--- src/rtl/gpu_stream_reducer.sv ---
// gpu_stream_reducer: round-robin N-channel packet reducer feeding a tagged result FIFO
module gpu_stream_reducer #(
  parameter int N_CH = 4,
  parameter int DATA_W = 32,
  parameter int DEPTH = 4,
  localparam int CH_W = $clog2(N_CH)
) (
  input  logic                   clk,
  input  logic                   rst_n,
  input  logic [1:0]             mode,
  input  logic [N_CH-1:0]        src_vld,
  output logic [N_CH-1:0]        src_rdy,
  input  logic [N_CH*DATA_W-1:0] src_data,
  input  logic [N_CH-1:0]        src_last,
  output logic                   result_vld,
  input  logic                   result_rdy,
  output logic [DATA_W-1:0]      result_data,
  output logic [CH_W-1:0]        result_ch,
  output logic                   busy
);
  localparam int AW = $clog2(DEPTH);
  logic [CH_W-1:0] ptr, gnt;
  logic gnt_vld, take, push, pop, first;
  logic [1:0] m;
  logic [DATA_W-1:0] d, base, red;
  logic [N_CH-1:0] inpkt, inpkt_nx;
  logic [DATA_W-1:0] acc [N_CH];
  logic [1:0] mode_q [N_CH];
  logic [DATA_W-1:0] mem_d [DEPTH];
  logic [CH_W-1:0] mem_c [DEPTH];
  logic [AW-1:0] wr, rd;
  logic [AW:0] cnt, cnt_nx;
  // first valid channel at or after ptr, wrapping; scanning downward lets the nearest one win
  always_comb begin
    gnt = '0;
    gnt_vld = 1'b0;
    for (int i = N_CH - 1; i >= 0; i--)
      if (src_vld[(int'(ptr) + i) % N_CH]) begin
        gnt = CH_W'((int'(ptr) + i) % N_CH);
        gnt_vld = 1'b1;
      end
  end
  assign take = rst_n && gnt_vld && cnt != (AW+1)'(DEPTH);
  assign src_rdy = take ? N_CH'(1) << gnt : '0;
  assign d = src_data[int'(gnt)*DATA_W +: DATA_W];
  assign first = !inpkt[gnt];
  assign m = first ? mode : mode_q[gnt];
  assign base = first ? '0 : acc[gnt];
  assign red = m == 2'd0 ? base + d :
               m == 2'd1 ? (d > base ? d : base) :
               m == 2'd2 ? base ^ d : base + DATA_W'(1);
  assign push = take && src_last[gnt];
  assign pop = result_vld && result_rdy;
  assign cnt_nx = cnt + (AW+1)'(push) - (AW+1)'(pop);
  // in-packet flags after this cycle's accepted beat, shared by the flags and busy
  always_comb begin
    inpkt_nx = inpkt;
    if (take) inpkt_nx[gnt] = !src_last[gnt];
  end
  assign result_vld = cnt != '0;
  assign result_data = result_vld ? mem_d[rd] : '0;
  assign result_ch = result_vld ? mem_c[rd] : '0;
  // per-channel accumulators, latched modes and the round-robin pointer
  always_ff @(posedge clk or negedge rst_n) begin
    if (!rst_n) begin
      ptr <= '0;
      inpkt <= '0;
      for (int c = 0; c < N_CH; c++) begin
        acc[c] <= '0;
        mode_q[c] <= '0;
      end
    end else begin
      inpkt <= inpkt_nx;
      if (take) begin
        acc[gnt] <= red;
        mode_q[gnt] <= m;
        ptr <= gnt == CH_W'(N_CH - 1) ? '0 : gnt + CH_W'(1);
      end
    end
  end
  // result FIFO storage, pointers, occupancy and the busy flag
  always_ff @(posedge clk or negedge rst_n) begin
    if (!rst_n) begin
      wr <= '0;
      rd <= '0;
      cnt <= '0;
      busy <= 1'b0;
      for (int e = 0; e < DEPTH; e++) begin
        mem_d[e] <= '0;
        mem_c[e] <= '0;
      end
    end else begin
      cnt <= cnt_nx;
      busy <= |inpkt_nx || cnt_nx != '0;
      if (push) begin
        mem_d[wr] <= red;
        mem_c[wr] <= gnt;
        wr <= wr + AW'(1);
      end
      if (pop) rd <= rd + AW'(1);
    end
  end
endmodule
--- config.mk ---
export PLATFORM = sky130hd
export DESIGN_NAME = gpu_stream_reducer
export DESIGN_NICKNAME = d
export VERILOG_FILES = /design/src/rtl/gpu_stream_reducer.sv
export SDC_FILE = /design/constraint.sdc
export NUM_CORES = 1
export LEC_CHECK = 0
export ABC_AREA = 1
export CAP_MARGIN = 20
export CORE_ASPECT_RATIO = 2
export CORE_UTILIZATION = 35
export CTS_BUF_LIST = sky130_fd_sc_hd__clkbuf_4
export CTS_CLUSTER_SIZE = 8
export DETAILED_ROUTE_END_ITERATION = 10
export GPL_TIMING_DRIVEN = 1
export PLACE_DENSITY = 0.61
export SYNTH_ARGS = -nofsm -noshare
export SYNTH_HDL_FRONTEND = slang
export SYNTH_SLANG_ARGS = --single-unit
--- constraint.sdc ---
create_clock -name clk -period 9.09 [get_ports clk]
set_input_delay 1.818 -clock clk [delete_from_list [all_inputs] [get_ports clk]]
set_output_delay 1.818 -clock clk [all_outputs]
set_load 0.03 [all_outputs]
==> impl_metrics.json <==
{
  "gp_congestion": 1.04,
  "grt_max_degree": 149,
  "syn_to_final_growth_pct": 15.9,
  "grt_pass1_wl_um": 114000,
  "cts_resized": 0,
  "dr.first_iter.drc_count": 1329,
  "worst_r2r_endpoint": "mem_d[22]",
  "reg2reg_from": "ptr[0]",
  "slew_headroom_pct": 31.6,
  "core_mm2": 0.0562,
  "synth_cell_type_count": 59,
  "first_pass_iters": 5,
  "vias_per_cell": 5.22,
  "status": "finished, final reports clean",
  "synth_flop_cell": "dfrtp_1",
  "postCtsSetupBuffers": 0,
  "clock_latency_ns": 0.77,
  "synthCells": 2899,
  "clkTransAtPathRegs_ns": 0.07,
  "ys_seq_area_share_pct": 36.1,
  "arrival_ns": 7.88,
  "max_freq_mhz": 138,
  "clock_sinks": 286,
  "synth_area_per_cell_um2": 6.85,
  "dieWidth_um": 170,
  "nets": 3255,
  "ys_ff_latch": 286,
  "htreeDepth": 2,
  "tritoncts": "built",
  "grtUsageTotal_pct": 25.7,
  "die_h_um": 339,
  "antenna_found_initial": 1,
  "r2r_cells": 31,
  "wl_per_cell_um": 19.4,
  "drv_cap": 0,
  "hold_buffers": 0,
  "cp_data_required_time_ns": 9.73,
  "grt-ovfl-total": 0,
  "rsz0062_at_grt": "false",
  "drive_gt1_share_pct": 8.28,
  "clk_path_buf_depth": 3,
  "ios": 181,
  "routed_wl_um": 74400,
  "max_stage_delay_ns": 0.75,
  "slew_violations": 0,
  "die-area_mm2": 0.0577,
  "start_util_pct": 35.3,
  "crit_path_top_delay_cell": "o32ai_1",
  "rows": 123,
  "cp_common_cell": "nand2_1",
  "path_class": "in -> reg",
  "root_buffer": "clkbuf_4",
  "cts_made_buffers": 61,
  "route.vias.total": 20000,
  "clock_skew_ns": 0.0446,
  "setup_viol": 0,
  "async_reset_ff_share_pct": 100,
  "cp-end-kind": "register",
  "synth_area_mm2": 0.0198,
  "layout_min_cycle_time_ns": 7.23,
  "syn_nets": 3124,
  "ant_nets": 0,
  "dpl.hpwl_um": 52900,
  "critPathLaunch": "src_vld[1]",
  "hold_viol": 0,
  "worstMarginPinSlew_ns": 1.02,
  "startpoint_type": "input pin",
  "yosysWarnings": 0,
  "worstSetupEndpoint": "mem_d[22]",
  "drc": 0,
  "portBuffers": 180,
  "fin_crit_sh_pct": 79.6,
  "tns_ns": 0,
  "regToRegSetupSlack_ns": 2.83,
  "grt_pass1_vias": 19700,
  "crit_fanout": 36,
  "hold_class": "reg -> reg",
  "synth_edf_count": 0
}
-- worst min path at each step --
stage	cells after the start	to	slack, ns	start
after floorplan	2	acc[24]	0.44	acc[24]
after global placement	2	acc[24]	0.45	acc[24]
after detailed placement	2	acc[81]	0.46	acc[81]
after CTS	2	acc[81]	0.48	acc[81]
after global routing	2	acc[31]	0.49	acc[31]
final	2	mem_d[75]	0.47	mem_d[75]
-- placed cells by master, fill, tap and decap left out, types with 4 or more instances in the layout --
cell type,Yosys,layout
a21oi_1,128,128
buf_12,1,6
buf_4,15,42
clkbuf_4,0,86
clkdlybuf4s50_1,0,175
clkinv_1,3,23
clkinv_2,1,5
dfrtp_1,286,285
ha_1,82,82
inv_1,251,250
inv_2,9,9
nand2_1,923,923
nand2_2,32,31
nand3_1,235,235
nand3_2,17,17
nand3b_1,24,24
nand4_1,10,10
nor2_1,289,289
nor2_2,13,13
nor2_4,13,13
nor3_1,15,14
nor4_1,4,4
o211ai_1,17,17
o21ai_0,225,224
o21ai_1,56,56
o21ai_2,3,4
o21bai_1,4,4
o22ai_1,15,15
o32ai_1,20,20
xnor2_1,4,4
xor2_1,22,22
-- flip-flops by register name, summed over array words and instances (netlist names) --
| name | flops |
|---|---|
| wr | 2 |
| rd | 2 |
| mem_d | 128 |
| acc | 128 |
| mode_q | 8 |
| ptr | 2 |
| cnt | 3 |
| busy | 1 |
| mem_c | 8 |
| inpkt | 4 |
-- cell families after synthesis --
kind of cell    share of synthesized area, %
simple gates                            34.3
flops                                   36.1
mux                                   0.0504
fa+ha+maj                               5.37
xor+xnor                                1.15
compound gates                          13.9
buf+inv                                 9.15
-- layer usage --
layer	up-vias	share of wire [%]	track usage (%)
met5	-	0	0
met4	0	7.2	17.7
met3	227	5.6	3.13
met2	716	50	45.8
met1	9426	37	28.0
li1	9625	-	-
-- synth_stat cells (9+ instances only) --
master,instances,area share [%]
nand3b_1,24,0.91
nor2_1,289,5.5
o21ai_0,225,5.7
xor2_1,22,0.97
nand3_1,235,5.9
nand2_2,32,1.0
nand3_2,17,0.86
nand4_1,10,0.32
buf_6,12,0.68
ha_1,82,5.2
dfrtp_1,286,36
inv_1,251,4.7
nor2_2,13,0.41
nand2_1,923,17
nor3_1,15,0.38
clkbuf_1,82,1.6
o211ai_1,17,0.64
o22ai_1,15,0.47
o21ai_1,56,1.4
o32ai_1,20,0.88
a21oi_1,128,3.2
buf_2,39,0.98
inv_2,9,0.17
buf_4,15,0.57
nor2_4,13,0.74
-- stage by stage --
stage          hold slack, ns  cell area [um^2]  utilization (%)  worst slack, ns  std cells
2_1_floorplan           0.440             19800                -             3.24       2899
6_report                0.472             23000             40.9             1.86       3829
3_5_place_dp            0.457             22200             39.5             1.16       3717
3_3_place_gp            0.454             22200             39.5             1.21       3717
4_1_cts                 0.477             23000             40.9             1.99       3828
5_1_grt                 0.486             23000             40.9             1.43       3829
-- cell type report --
type                       instances  area [um^2]
fill                            5992        33200
multi-input combinational       2191        10900
sequential                       286         7160
timing repair buffer             224         2200
inverter                         266         1010
tap                              750          938
clock buffer                      86          646
clock inverter                    25          151
antenna                            1         2.50
-- worst max-delay path: cells and delay by family --
family                   cells  cell delay (ns)
adder cells (fa/ha/maj)      1             0.40
buffers and inverters        7             1.51
AO/OA/AOI/OAI                7             2.22
AND/OR/NAND/NOR             15             1.92
Power is not shown: default switching activity piles up to over one toggle a cycle in this logic, so the estimate is an artifact.
